### config.mk
export PLATFORM = sky130hd
export DESIGN_NAME = pulse_width_meas
export DESIGN_NICKNAME = d
export VERILOG_FILES = /design/src/rtl/pulse_width_meas.sv
export SDC_FILE = /design/constraint.sdc
export NUM_CORES = 1
export LEC_CHECK = 0
export CORE_AREA = 2 2 76 71
export CTS_BUF_LIST = sky130_fd_sc_hd__clkbuf_8
export DETAILED_ROUTE_END_ITERATION = 6
export DIE_AREA = 0 0 78 73
export PLACE_DENSITY_LB_ADDON = 0.12
export SETUP_SLACK_MARGIN = 0.05
export SLEW_MARGIN = 20
export SYNTH_ARGS = -nofsm -noshare
export SYNTH_HDL_FRONTEND = slang
export SYNTH_SLANG_ARGS = --single-unit
### constraint.sdc
create_clock -name clk -period 3.2 [get_ports clk]
set_input_delay 0.64 -clock clk [delete_from_list [all_inputs] [get_ports clk]]
set_output_delay 0.64 -clock clk [all_outputs]
set_load 0.01 [all_outputs]
### src/rtl/pulse_width_meas.sv
// rtl/pulse_width_meas.sv - high-time measurement of a synchronized signal with one-deep result register
module pulse_width_meas #(
  parameter int CNT_W  = 16,
  parameter int DROP_W = 8
) (
  input  logic              clk,
  input  logic              rst_n,
  input  logic              a_posedge,
  input  logic              a_negedge,
  output logic [CNT_W-1:0]  width,
  output logic              width_sat,
  output logic              width_valid,
  input  logic              width_ready,
  output logic              busy,
  output logic [DROP_W-1:0] drop_cnt
);

  typedef enum logic {
    IDLE    = 1'b0,
    MEASURE = 1'b1
  } state_t;

  localparam logic [CNT_W-1:0]  CNT_MAX  = '1;
  localparam logic [DROP_W-1:0] DROP_MAX = '1;

  state_t           state;
  state_t           state_next;
  logic [CNT_W-1:0] cnt;
  logic             sat;
  logic             rise_only;
  logic             fall_only;
  logic             done;

  // Simultaneous edge pulses are a protocol violation and are treated as no pulse at all.
  assign rise_only = a_posedge & ~a_negedge;
  assign fall_only = a_negedge & ~a_posedge;
  assign done      = (state == MEASURE) & fall_only;

  // State register.
  always_ff @(posedge clk or negedge rst_n) begin
    if (!rst_n) begin
      state <= IDLE;
    end else begin
      state <= state_next;
    end
  end

  // Next-state logic; a lone rising edge in MEASURE restarts in place.
  always_comb begin
    state_next = state;
    busy       = (state == MEASURE);
    case (state)
      IDLE:    if (rise_only) state_next = MEASURE;
      MEASURE: if (fall_only) state_next = IDLE;
      default: state_next = IDLE;
    endcase
  end

  // High-time counter: starts at 1 on the rising edge so that the value seen with the
  // falling edge equals the number of high cycles; holds at all-ones and flags saturation.
  always_ff @(posedge clk or negedge rst_n) begin
    if (!rst_n) begin
      cnt <= '0;
      sat <= 1'b0;
    end else if (rise_only) begin
      cnt <= CNT_W'(1);
      sat <= 1'b0;
    end else if ((state == MEASURE) && !fall_only) begin
      if (cnt == CNT_MAX) begin
        sat <= 1'b1;
      end else begin
        cnt <= cnt + CNT_W'(1);
      end
    end
  end

  // Result register: loads when empty or being drained this cycle, otherwise counts a drop.
  always_ff @(posedge clk or negedge rst_n) begin
    if (!rst_n) begin
      width       <= '0;
      width_sat   <= 1'b0;
      width_valid <= 1'b0;
      drop_cnt    <= '0;
    end else if (done && (!width_valid || width_ready)) begin
      width       <= cnt;
      width_sat   <= sat;
      width_valid <= 1'b1;
    end else begin
      if (done && drop_cnt != DROP_MAX) begin
        drop_cnt <= drop_cnt + DROP_W'(1);
      end
      if (width_valid && width_ready) begin
        width_valid <= 1'b0;
      end
    end
  end

endmodule

# [Word level (Yosys, flattened, before mapping)]
# Index checks and enable logic that the tools add are counted.
[totals] ff_bits=44 input_bits=5 out_inout_bits=27 elab_cells=43
[classes] addsub=2 n_eq_ne=3 n_mux=11 bitwise=7 n_reduce_logical=13
[ops] cell="two-way mux 16 bit" count=3
[ops] cell="adder 16 x 1 -> 16 bit, second input constant" count=1
[ops] cell="equality test 16 bit, second input constant" count=1
[ops] cell="adder 8 x 1 -> 8 bit, second input constant" count=1
[ops] cell="inequality test 8 bit, second input constant" count=1
[ops] cell="two-way mux 1 bit" count=7
[ops] cell="AND reduction 2 bit" count=3
[ops] cell="nonzero test 2 bit" count=3
[ops] cell="logical AND 1 bit" count=4
[ops] cell="NOT 1 bit" count=4
[ops] cell="AND 1 bit" count=3
[ops] cell="zero test 1 bit" count=2
[ops] cell="inequality test 2 bit, second input constant" count=1
[ops] cell="case mux 1 bit (2 select lines)" count=1
[ops] cell="logical OR 1 bit" count=1

# [Longest topological paths before layout]
# Gate-level depths: netlist of the first run.
[logic_depth] ltp_word=6 ltp_mapped=5 mapped_depth_nobuf=5

# [Least setup slack after synthesis of the first run]
# OpenSTA, ideal clock, no wires.
[synth_timing] path_type="input -> register" from="input port a_posedge" to="register width[10]" setup_time_ns=0.125 arrival_ns=1.645 slack_ns=1.430 path_stages=5 path_buffers=2 path_cell_list="nand3b_1 nor2b_1 buf_2 buf_6 mux2_2"
[synth_via] elab_chain_len=4
[synth_rtl] element="start, declared" line="8" text="input logic a_posedge,"
[synth_rtl] element="NOT 1 bit" line="36" text="assign fall_only = a_negedge & ~a_posedge;"
[synth_rtl] element="AND 1 bit" line="36"
[synth_rtl] element="AND 1 bit" line="37" text="assign done = (state == MEASURE) & fall_only;"
[synth_rtl] element="logical AND 1 bit" line="84" text="end else if (done && (!width_valid || width_ready)) begin"
[synth_rtl] element="end signal, assigned" line="85" text="width <= cnt;"
[synth_rtl] element="end, declared" line="10" text="output logic [CNT_W-1:0] width,"
# Every way passes these cells.
# A chain may end at the register's enable or synchronous reset.

# [Worst setup path in the final report of the first run]
[layout_timing] from="input port a_negedge" to="register cnt[3]"
[layout_via] elab_chain_len=5 word_cells_on_any_way=9 classes_between="eq/ne: 1; mux: 1; bitwise: 3; reduce/logical: 4"
[layout_rtl] element="start, declared" line="9" text="input logic a_negedge,"
[layout_rtl] element="AND 1 bit" line="36"
[layout_rtl] element="zero test 1 bit" line="68" text="end else if ((state == MEASURE) && !fall_only) begin"
[layout_rtl] element="logical AND 1 bit" line="68"
[layout_rtl] element="nonzero test 2 bit (no source line)"
[layout_rtl] element="AND reduction 2 bit (no source line)"
[layout_rtl] element="end signal, assigned" line="72" text="cnt <= cnt + CNT_W'(1);"
[layout_rtl] element="end, declared" line="28" text="logic [CNT_W-1:0] cnt;"
# Parallel ways exist; a longest one is shown, timed or not.

==> metrics.json, run 1 <==
{
  "path_max_fanout": {"value": 10},
  "place_congestion": {"value": 0.8180},
  "element_type_at_the_critical_path_end": {"value": "flop"},
  "status": {"value": "complete, no violations"},
  "design.core.area": {"value": 5005, "unit": "um^2"},
  "vdd_drop_max": {"value": 0.3495, "unit": "mV"},
  "antenna_violating_nets_post_route": {"value": 0},
  "ff2ff_setup_slack": {"value": 1.38, "unit": "ns"},
  "io-pin-count": {"value": 32},
  "detailroute.via_count": {"value": 1635},
  "synthTopCellsByArea": {"value": "sky130_fd_sc_hd__dfrtp_1 (52%), sky130_fd_sc_hd__mux2_2 (9.6%), sky130_fd_sc_hd__nand2_1 (3.2%)"},
  "critical_path.startpoint_type": {"value": "input port"},
  "drcViolationCount": {"value": 0},
  "timing.critical_path.slowest_stage_cell": {"value": "sky130_fd_sc_hd__or4_1"},
  "ys_warn_count": {"value": 0},
  "avgRoutedWirePerCell": {"value": 15.30, "unit": "um"},
  "worstPathCellList": {"value": "clkdlybuf4s50_1 > or2b_2 > nand4_2 > or4_1 > a21oi_1"},
  "timing.reg2reg.worst_path_depth": {"value": 4},
  "area_share_of_the_largest_cell_type_after_synthesis": {"value": 0.5210},
  "yosys.cell_types.count": {"value": 38},
  "crit_family": {"value": "simple AND/OR/NAND/NOR gates"},
  "post_cts.resized_instances": {"value": 0},
  "timing.max_cap.violations": {"value": 0},
  "post_syn_instances": {"value": 184},
  "cts_htree_levels": {"value": 2},
  "synthesis.area_per_instance": {"value": 11.49, "unit": "um^2"},
  "cts_hold_repair.buffers": {"value": 0},
  "placed_cells_incl_taps": {"value": 279},
  "post_route_cells_drive_above_1_share": {"value": 0.1545},
  "period_needed": {"value": 2.072, "unit": "ns"},
  "worst_ep_required_time": {"value": 3.42, "unit": "ns"},
  "place.port_buffers": {"value": 31},
  "mostFrequentLayoutCell": {"value": "sky130_fd_sc_hd__dfrtp_1"},
  "cts.repair_timing.setup_buffer_count": {"value": 0},
  "worstSetupStartpoint": {"value": "a_negedge"},
  "cellLeakagePower": {"value": 1.066, "unit": "nW"},
  "grt_use_total": {"value": 0.1676},
  "hold_violations": {"value": 0},
  "critical_path.max_stage_delay": {"value": 0.54, "unit": "ns"},
  "postSynth.asyncResetShare": {"value": 1.000},
  "syn_to_final_growth": {"value": 22.08, "unit": "%"},
  "fin_crit_sh": {"value": 0.6475},
  "worstHoldPathType": {"value": "in -> async"},
  "ys_seq_elements": {"value": 44},
  "synth_top_cell_by_area": {"value": "sky130_fd_sc_hd__dfrtp_1"},
  "cts_max_path_buffers": {"value": 2},
  "grt_pass1_vias": {"value": 1639},
  "critical_path_buf_inv_count": {"value": 1},
  "cts.root.buffer_cell": {"value": "sky130_fd_sc_hd__clkbuf_8"},
  "routed_wirelength": {"value": 4.390, "unit": "mm"},
  "drt-pass1-iter-count": {"value": 4},
  "worst_pin_slew": {"value": 0.7801, "unit": "ns"},
  "cp.arrival": {"value": 2.29, "unit": "ns"},
  "max_slew_margin": {"value": 0.4789},
  "worst_skew_pair.late_latency": {"value": 0.30, "unit": "ns"},
  "setup_ws": {"value": 1.128, "unit": "ns"},
  "number_of_antenna_cells_inserted": {"value": 0},
  "die_height": {"value": 73, "unit": "um"},
  "setup.worst_path.class": {"value": "in -> reg"},
  "r2r_end": {"value": "cnt[4]"},
  "setup-tns-final": {"value": 0, "unit": "ns"},
  "final_cell_mix": {"value": "sky130_fd_sc_hd__dfrtp_1 (44), sky130_fd_sc_hd__clkdlybuf4s50_1 (30), sky130_fd_sc_hd__nand2_1 (18), sky130_fd_sc_hd__mux2_2 (18), sky130_fd_sc_hd__a21oi_1 (9)"},
  "power_per_unit_of_standard_cell_area": {"value": 456.3, "unit": "nW/um^2"},
  "detail_route.vias_per_cell": {"value": 5.697},
  "number_of_antenna_violations_at_the_first_check_in_global_routing": {"value": 0},
  "synth-edff-count": {"value": 0},
  "ys_dominant_reg_cell": {"value": "sky130_fd_sc_hd__dfrtp_1"},
  "yosysSeqAreaShare": {"value": 0.5210},
  "final-setup-viol-count": {"value": 0},
  "die_w": {"value": 78, "unit": "um"},
  "summed_instance_area_of_the_synthesized_netlist": {"value": 2113, "unit": "um^2"},
  "die-area": {"value": 5694, "unit": "um^2"},
  "grt_start_max_net_pins": {"value": 45},
  "initial_utilization": {"value": 0.4223},
  "crit_cells": {"value": 5},
  "num_rows": {"value": 25},
  "worst_setup_path_endpoint": {"value": "cnt[3]"},
  "clock_sinks": {"value": 44},
  "rsz0062_at_grt": {"value": "no"},
  "timing.final.max_slew_violations": {"value": 0},
  "synth_fp_nets": {"value": 191},
  "max_freq": {"value": 482.6, "unit": "MHz"},
  "cts.reportedPaths.clkPinSlew": {"value": 0.08, "unit": "ns"},
  "crit-reg2reg-launch": {"value": "cnt[8]"},
  "place_ws": {"value": 0.8290, "unit": "ns"},
  "nets": {"value": 227},
  "grt-ovfl-total": {"value": 0},
  "grt_pass1_wl": {"value": 7.534, "unit": "mm"},
  "post-dp-hpwl": {"value": 3.098, "unit": "mm"},
  "clock_tree_from_tritoncts": {"value": "built"},
  "drtIter0Drc": {"value": 84},
  "clock_skew": {"value": 0.006430, "unit": "ns"},
  "fin_cells": {"value": 287},
  "cts-buffers-inserted": {"value": 5}
}
-- registers in the layout (all words and copies together), names as in the netlist --
signal and count:
busy 1, cnt 16, drop_cnt 8, sat 1, width 16, width_sat 1
width_valid 1
-- how the worst min path moves through the flow --
| stage | start | end | slack [ns] | depth (start not counted) |
|---|---|---|---|---|
| 6_report | rst_n | width[6] | 0.26 | 1 |
| 5_1_grt | rst_n | width[6] | 0.28 | 1 |
| 4_1_cts | width[2] | width[2] | 0.51 | 1 |
| 3_5_place_dp | sat | sat | 0.49 | 1 |
| 3_3_place_gp | width[14] | width[14] | 0.49 | 1 |
| 2_1_floorplan | rst_n | busy | 0.34 | 0 |
-- synthesized netlist by cell type, types with 2 or more instances --
master                     instances
sky130_fd_sc_hd__nand4_1           7
sky130_fd_sc_hd__xnor2_1           6
sky130_fd_sc_hd__nor3_1            4
sky130_fd_sc_hd__o31ai_1           6
sky130_fd_sc_hd__nor4_1            6
sky130_fd_sc_hd__nand3_1           8
sky130_fd_sc_hd__mux2i_1           5
sky130_fd_sc_hd__nor2_1            2
sky130_fd_sc_hd__dfrtp_1          44
sky130_fd_sc_hd__o21ai_0           3
sky130_fd_sc_hd__or3_1             3
sky130_fd_sc_hd__a21oi_1           9
sky130_fd_sc_hd__nor2b_1           2
sky130_fd_sc_hd__nand2_1          18
sky130_fd_sc_hd__o21a_1            3
sky130_fd_sc_hd__nand2b_1          7
sky130_fd_sc_hd__and3_1            4
sky130_fd_sc_hd__mux2_2           18
sky130_fd_sc_hd__or4_1             5
sky130_fd_sc_hd__buf_6             2
sky130_fd_sc_hd__and4_1            4
sky130_fd_sc_hd__ha_1              2
-- where the power goes --
part | switching (mW) | internal, mW | total, mW
sequential | 0.0500 | 0.600 | 0.650
combinational | 0.0902 | 0.113 | 0.203
clock | 0.179 | 0.145 | 0.324
total | 0.319 | 0.858 | 1.18
-- layout make-up --
| cell class | instances | area [um^2] |
|---|---|---|
| Clock buffer | 5 | 68.82 |
| Sequential cell | 44 | 1101 |
| Multi-Input combinational cell | 134 | 973.4 |
| Clock inverter | 2 | 8.758 |
| Inverter | 1 | 3.754 |
| Tap cell | 67 | 83.83 |
| Fill cell | 458 | 2425 |
| Timing Repair Buffer | 34 | 340.3 |
-- routing by layer --
layer / vias up / global-route usage / wire [um]
met5: - / 0 / 0
met4: 0 / 0.06823 / 72
met3: 8 / 0.03589 / 153
met2: 27 / 0.2797 / 2146
met1: 829 / 0.2147 / 2018
li1: 771 / - / -
-- kinds of logic (layout without fill, tap and decap cells) --
family                   count (synthesis)  count (layout)  synth area share
XOR/XNOR                                 6               6           0.02487
adder cells (fa/ha/maj)                  2               2           0.01184
flip-flops                              44              44            0.5210
AO/OA/AOI/OAI                           27              27           0.08584
multiplexers                            23              23            0.1196
buffers and inverters                    6              42           0.01835
AND/OR/NAND/NOR                         76              76            0.2185
-- through the flow --
step           utilization  hold slack [ns]  cell area [um^2]  total power, mW
6_report            0.5155           0.2583              2580            1.177
3_3_place_gp        0.4960           0.4897              2482           0.8585
3_5_place_dp        0.4960           0.4891              2482           0.8637
2_1_floorplan            -           0.3444              2113           0.7549
5_1_grt             0.5155           0.2786              2580            1.247
4_1_cts             0.5115           0.5149              2560            1.186
No activity file was read; power rests on OpenSTA's default activity.
==> inputs of run 2 (changes only) <==
==> constraint.sdc (replaced) <==
create_clock -name clk -period 1.9 [get_ports clk]
set_input_delay 0.38 -clock clk [delete_from_list [all_inputs] [get_ports clk]]
set_output_delay 0.38 -clock clk [all_outputs]
set_load 0.01 [all_outputs]
==> run 2 against run 1 <==
  * Via count is 4.1% higher
  * Clock-buffer cell count is 1 higher
  * Flip-flop and latch count stayed put
  * First-iteration DRC count is 15% higher
  * Clock power is 87% higher
  * Register-to-register slack worse by 1.2 ns
  * Clock skew is 0.0019 ns higher
  * Core utilization is 3.1 points higher
  * Die area stayed put
  * Wire length is 3.5% higher
  * Critical path depth is 4 lower
  * Cell count is 5.9% higher
  * Critical endpoint is now busy
==> metrics.json, run 2 (synthesis gave the netlist of run 1 again) <==
{
  "cts-buffers-inserted": {"value": 5},
  "avgRoutedWirePerCell": {"value": 14.94, "unit": "um"},
  "worst_pin_slew": {"value": 0.4760, "unit": "ns"},
  "timing.max_cap.violations": {"value": 0},
  "final_cell_mix": {"value": "sky130_fd_sc_hd__dfrtp_1 (44), sky130_fd_sc_hd__clkdlybuf4s50_1 (30), sky130_fd_sc_hd__nand2_1 (18), sky130_fd_sc_hd__mux2_2 (18), sky130_fd_sc_hd__buf_4 (17)"},
  "critical_path.startpoint_type": {"value": "flop"},
  "routed_wirelength": {"value": 4.542, "unit": "mm"},
  "timing.critical_path.slowest_stage_cell": {"value": "sky130_fd_sc_hd__clkdlybuf4s50_1"},
  "period_needed": {"value": 1.791, "unit": "ns"},
  "clock_sinks": {"value": 44},
  "initial_utilization": {"value": 0.4223},
  "post_route_cells_drive_above_1_share": {"value": 0.2278},
  "grt_pass1_vias": {"value": 1612},
  "status": {"value": "complete, no violations"},
  "detail_route.vias_per_cell": {"value": 5.599},
  "setup.worst_path.class": {"value": "reg -> out"},
  "critical_path.max_stage_delay": {"value": 0.60, "unit": "ns"},
  "drcViolationCount": {"value": 0},
  "worstSetupStartpoint": {"value": "busy"},
  "gr-max-usage-layer": {"value": "met2"},
  "use_met3": {"value": 0.03465},
  "design.core.area": {"value": 5005, "unit": "um^2"},
  "pwr-share-clk": {"value": 0.289},
  "design_power_total": {"value": 2.092, "unit": "mW"},
  "power_per_unit_of_standard_cell_area": {"value": 765.3, "unit": "nW/um^2"},
  "grt_use_total": {"value": 0.1797},
  "cp.arrival": {"value": 1.41, "unit": "ns"},
  "die_w": {"value": 78, "unit": "um"},
  "worst_skew_pair.late_latency": {"value": 0.30, "unit": "ns"},
  "net_switching": {"value": 0.5637, "unit": "mW"},
  "part_of_the_power_in_registers": {"value": 0.517},
  "place_congestion": {"value": 0.8236},
  "clock_tree_from_tritoncts": {"value": "built"},
  "hold_violations": {"value": 0},
  "clock_skew": {"value": 0.008351, "unit": "ns"},
  "post-dp-hpwl": {"value": 3.397, "unit": "mm"},
  "timing.final.max_slew_violations": {"value": 0},
  "use_met2": {"value": 0.2921},
  "critical_path_buf_inv_count": {"value": 1},
  "intPower": {"value": 1.529, "unit": "mW"},
  "element_type_at_the_critical_path_end": {"value": "output pin"},
  "worstPathCellList": {"value": "clkdlybuf4s50_1"},
  "placed_cells_incl_taps": {"value": 295},
  "worstHoldPathType": {"value": "in -> async"},
  "fin_worst_hold_slack": {"value": 0.02667, "unit": "ns"},
  "cts_htree_levels": {"value": 2},
  "crit_family": {"value": "buffers and inverters"},
  "place.port_buffers": {"value": 31},
  "power_switching_share": {"value": 0.2694},
  "drtIter0Drc": {"value": 97},
  "number_of_antenna_violations_at_the_first_check_in_global_routing": {"value": 0},
  "place_ws": {"value": -0.1874, "unit": "ns"},
  "p_comb_frac": {"value": 0.194},
  "cts.reportedPaths.clkPinSlew": {"value": 0.08, "unit": "ns"},
  "number_of_antenna_cells_inserted": {"value": 0},
  "nets": {"value": 243},
  "grt-ovfl-total": {"value": 0},
  "max_slew_margin": {"value": 0.6827},
  "detailroute.via_count": {"value": 1702},
  "die-area": {"value": 5694, "unit": "um^2"},
  "worst_ep_required_time": {"value": 1.52, "unit": "ns"},
  "rsz0062_at_grt": {"value": "no"},
  "mostFrequentLayoutCell": {"value": "sky130_fd_sc_hd__dfrtp_1"},
  "antenna_violating_nets_post_route": {"value": 0},
  "num_rows": {"value": 25},
  "crit-reg2reg-launch": {"value": "cnt[1]"},
  "vdd_drop_max": {"value": 0.5137, "unit": "mV"},
  "fin_cells": {"value": 304},
  "syn_to_final_growth": {"value": 29.37, "unit": "%"},
  "setup_ws": {"value": 0.1089, "unit": "ns"},
  "cts_max_path_buffers": {"value": 2},
  "final-setup-viol-count": {"value": 0},
  "io-pin-count": {"value": 32},
  "die_height": {"value": 73, "unit": "um"},
  "cellLeakagePower": {"value": 1.157, "unit": "nW"},
  "globalRouteMet1Util": {"value": 0.2426},
  "path_max_fanout": {"value": 7},
  "reg.largest.list": {"value": "cnt (16), width (16), drop_cnt (8)"},
  "drt-pass1-iter-count": {"value": 4},
  "grt_pass1_wl": {"value": 8.024, "unit": "mm"},
  "fin_crit_sh": {"value": 0.9427},
  "cts.root.buffer_cell": {"value": "sky130_fd_sc_hd__clkbuf_8"},
  "grt_start_max_net_pins": {"value": 26},
  "max_freq": {"value": 558.3, "unit": "MHz"}
}
## run 2: area by class of cell
type / instances / area [um^2]
Fill cell: 449 / 2271
Sequential cell: 44 / 1101
Multi-Input combinational cell: 134 / 979.7
Timing Repair Buffer: 50 / 473.0
Tap cell: 67 / 83.83
Clock buffer: 6 / 82.58
Clock inverter: 2 / 10.01
Inverter: 1 / 3.754
## run 2: layer usage
layer,vias up,share of wire
met5,-,0
met4,0,0.013
met3,6,0.038
met2,46,0.48
met1,854,0.46
li1,796,-
## run 2: worst paths after layout
kind                            slack (ns)     endpoint  cells after the start
worst max-delay path                  0.11         busy                      1
worst min-delay path                  0.03      cnt[13]                      1
worst max register to register        0.15       cnt[5]                      5
worst min register to register        0.51    width[15]                      1
max in group asynchronous             1.38  drop_cnt[5]                      2
min in group clk                      0.51    width[15]                      1
## run 2: repair_timing
item                       4_1_cts  5_1_grt
resized for setup                0        2
setup buffers                    0        1
setup endpoints to repair        0        4
hold buffers                     0        0
## run 2: through the flow
stage / area [um^2] / utilization / setup TNS (ns)
detailed placement: 2628 / 0.5250 / -4.012
finish: 2734 / 0.5463 / 0
global route: 2734 / 0.5463 / 0
CTS: 2720 / 0.5435 / 0
global placement: 2628 / 0.5250 / -2.915
floorplan: 2113 / - / 0
## run 2: power groups by stage
stage               combinational, mW  sequential [mW]  clock, mW
floorplan                       0.146             1.12          0
global placement                0.392             1.10          0
detailed placement              0.398             1.10          0
CTS                             0.400             1.08      0.619
global route                    0.454             1.10      0.664
finish                          0.406             1.08      0.605
==> inputs of run 3 (changes only) <==
--- a/config.mk
+++ b/config.mk
@@ -5,10 +5,10 @@
 export SDC_FILE = /design/constraint.sdc
 export NUM_CORES = 1
 export LEC_CHECK = 0
-export CORE_AREA = 2 2 76 71
+export CORE_AREA = 5 5 79 74
 export CTS_BUF_LIST = sky130_fd_sc_hd__clkbuf_8
 export DETAILED_ROUTE_END_ITERATION = 6
-export DIE_AREA = 0 0 78 73
+export DIE_AREA = 0 0 84 79
 export PLACE_DENSITY_LB_ADDON = 0.12
 export SETUP_SLACK_MARGIN = 0.05
 export SLEW_MARGIN = 20
==> constraint.sdc (replaced) <==
create_clock -name clk -period 2.05 [get_ports clk]
set_input_delay 0.41 -clock clk [delete_from_list [all_inputs] [get_ports clk]]
set_output_delay 0.41 -clock clk [all_outputs]
set_load 0.01 [all_outputs]
==> run 3 against run 2 <==
  * Final area shrank 1.1%
  * Critical path type unchanged
  * Highest routed layer unchanged
  * Cell count shrank 2.3%
  * Clock power grew 14%
  * Largest cell class unchanged
  * Critical endpoint unchanged
==> metrics.json, run 3 (synthesis gave the netlist of run 1 again) <==
{
  "die-area": {"value": 6636, "unit": "um^2"},
  "worstPathCellList": {"value": "clkdlybuf4s50_1"},
  "worst_setup_path_endpoint": {"value": "busy"},
  "initial_utilization": {"value": 0.4223},
  "critical_path_buf_inv_count": {"value": 1},
  "cts-buffers-inserted": {"value": 5},
  "timing.max_cap.violations": {"value": 0},
  "worst_pin_slew": {"value": 0.6323, "unit": "ns"},
  "hold_violations": {"value": 0},
  "cts.root.buffer_cell": {"value": "sky130_fd_sc_hd__clkbuf_8"},
  "ff2ff_setup_slack": {"value": 0.25, "unit": "ns"},
  "setup.worst_path.class": {"value": "reg -> out"},
  "vdd_drop_max": {"value": 0.4877, "unit": "mV"},
  "fin_crit_sh": {"value": 0.8814},
  "cts.repair_timing.setup_buffer_count": {"value": 0},
  "number_of_antenna_cells_inserted": {"value": 0},
  "routed_wirelength": {"value": 4.503, "unit": "mm"},
  "clock_sinks": {"value": 44},
  "place_congestion": {"value": 0.8367},
  "dpl-instance-area": {"value": 2582, "unit": "um^2"},
  "rsz0062_at_grt": {"value": "no"},
  "grt_pass1_vias": {"value": 1560},
  "drtIter0Drc": {"value": 52},
  "fin_worst_hold_slack": {"value": 0.07775, "unit": "ns"},
  "cts_max_path_buffers": {"value": 2},
  "antenna_violating_nets_post_route": {"value": 0},
  "worstHoldPathType": {"value": "in -> async"},
  "timing.critical_path.slowest_stage_cell": {"value": "sky130_fd_sc_hd__clkdlybuf4s50_1"},
  "path_max_fanout": {"value": 7},
  "worst_ep_required_time": {"value": 1.64, "unit": "ns"},
  "die_height": {"value": 79, "unit": "um"},
  "cts_hold_repair.buffers": {"value": 0},
  "crit-reg2reg-launch": {"value": "cnt[8]"},
  "num_rows": {"value": 25},
  "post_route_cells_drive_above_1_share": {"value": 0.1957},
  "grt_pass1_wl": {"value": 7.603, "unit": "mm"},
  "place.port_buffers": {"value": 31},
  "period_needed": {"value": 1.807, "unit": "ns"},
  "avgRoutedWirePerCell": {"value": 15.16, "unit": "um"},
  "max_freq": {"value": 553.4, "unit": "MHz"},
  "cts_htree_levels": {"value": 2},
  "timing.final.max_slew_violations": {"value": 0},
  "final_design_area_no_fill": {"value": 2704, "unit": "um^2"},
  "grt_start_max_net_pins": {"value": 25},
  "cellLeakagePower": {"value": 1.130, "unit": "nW"},
  "setup_ws": {"value": 0.2431, "unit": "ns"},
  "r2r_end": {"value": "cnt[4]"},
  "final_cell_mix": {"value": "sky130_fd_sc_hd__dfrtp_1 (44), sky130_fd_sc_hd__clkdlybuf4s50_1 (30), sky130_fd_sc_hd__nand2_1 (18), sky130_fd_sc_hd__mux2_2 (18), sky130_fd_sc_hd__buf_4 (10)"},
  "max_slew_margin": {"value": 0.5746},
  "clock_tree_from_tritoncts": {"value": "built"},
  "drt-pass1-iter-count": {"value": 4},
  "io-pin-count": {"value": 32},
  "critical_path.startpoint_type": {"value": "flop"},
  "post_cts.resized_instances": {"value": 0},
  "final-setup-viol-count": {"value": 0},
  "drcViolationCount": {"value": 0},
  "detail_route.vias_per_cell": {"value": 5.404},
  "cp.arrival": {"value": 1.40, "unit": "ns"},
  "place_ws": {"value": -0.06973, "unit": "ns"},
  "placed_cells_incl_taps": {"value": 289},
  "cts.reportedPaths.clkPinSlew": {"value": 0.08, "unit": "ns"},
  "critical_path.max_stage_delay": {"value": 0.60, "unit": "ns"},
  "die_w": {"value": 84, "unit": "um"},
  "clock_skew": {"value": 0.005411, "unit": "ns"},
  "mostFrequentLayoutCell": {"value": "sky130_fd_sc_hd__dfrtp_1"},
  "detailroute.via_count": {"value": 1605},
  "worst_skew_pair.late_latency": {"value": 0.29, "unit": "ns"},
  "nets": {"value": 236},
  "crit_family": {"value": "buffers and inverters"},
  "timing.reg2reg.worst_path_depth": {"value": 4},
  "number_of_antenna_violations_at_the_first_check_in_global_routing": {"value": 0},
  "reg.largest.list": {"value": "cnt (16), width (16), drop_cnt (8)"},
  "syn_to_final_growth": {"value": 27.95, "unit": "%"},
  "element_type_at_the_critical_path_end": {"value": "output pin"},
  "power_per_unit_of_standard_cell_area": {"value": 758.0, "unit": "nW/um^2"},
  "crit_cells": {"value": 1},
  "grt-ovfl-total": {"value": 0},
  "fin_cells": {"value": 297},
  "post-dp-hpwl": {"value": 3.356, "unit": "mm"},
  "design.core.area": {"value": 5005, "unit": "um^2"},
  "status": {"value": "complete, no violations"},
  "worstSetupStartpoint": {"value": "busy"},
  "grt_use_total": {"value": 0.1419}
}
==> run 3: changes by cell type in the layout (fill, tap and decap cells not counted), sizes merged <==
cell / before / now
clkinv: 2 / 1
bufinv: 0 / 1
buf: 20 / 13
==> run 3: worst min-delay path by stage <==
| stage | from | endpoint | slack [ns] | depth (start not counted) |
|---|---|---|---|---|
| after floorplan | rst_n | busy | 0.11 | 0 |
| after global placement | rst_n | cnt[7] | 0.40 | 1 |
| after detailed placement | rst_n | cnt[7] | 0.40 | 1 |
| after CTS | rst_n | cnt[9] | 0.08 | 1 |
| after global routing | rst_n | width_sat | 0.11 | 1 |
| final | rst_n | cnt[15] | 0.08 | 1 |
==> run 3: metrics by stage <==
step / utilization / power [mW] / setup TNS [ns]
global route: 0.5403 / 2.140 / 0
finish: 0.5403 / 2.049 / 0
global placement: 0.5160 / 1.364 / -0.4863
CTS: 0.5403 / 2.077 / 0
floorplan: - / 1.178 / 0
detailed placement: 0.5160 / 1.379 / -0.8340
==> run 3: routing by layer <==
metal | wire length (um) | vias up | track usage | part of all wire
li1 | - | 789 | - | -
met1 | 2116 | 793 | 0.1873 | 0.47
met2 | 2241 | 21 | 0.2385 | 0.50
met3 | 129 | 2 | 0.03216 | 0.029
met4 | 15 | 0 | 0.03376 | 0.0033
met5 | 0 | - | 0 | 0
==> run 3: cell type report <==
cell class              count  area, um^2
clock inverters             2       38.79
flip-flops and latches     44        1101
fillers                   460        2301
repair buffers             43       420.4
well taps                  67       83.83
inverters                   1       3.754
multi-input cells         134       973.4
clock buffers               6       82.58
==> run 3: power by group <==
part	total (mW)	internal, mW	switching [mW]
registers	1.02	0.937	0.0813
clock network	0.690	0.398	0.292
logic	0.341	0.192	0.149
total	2.05	1.53	0.522
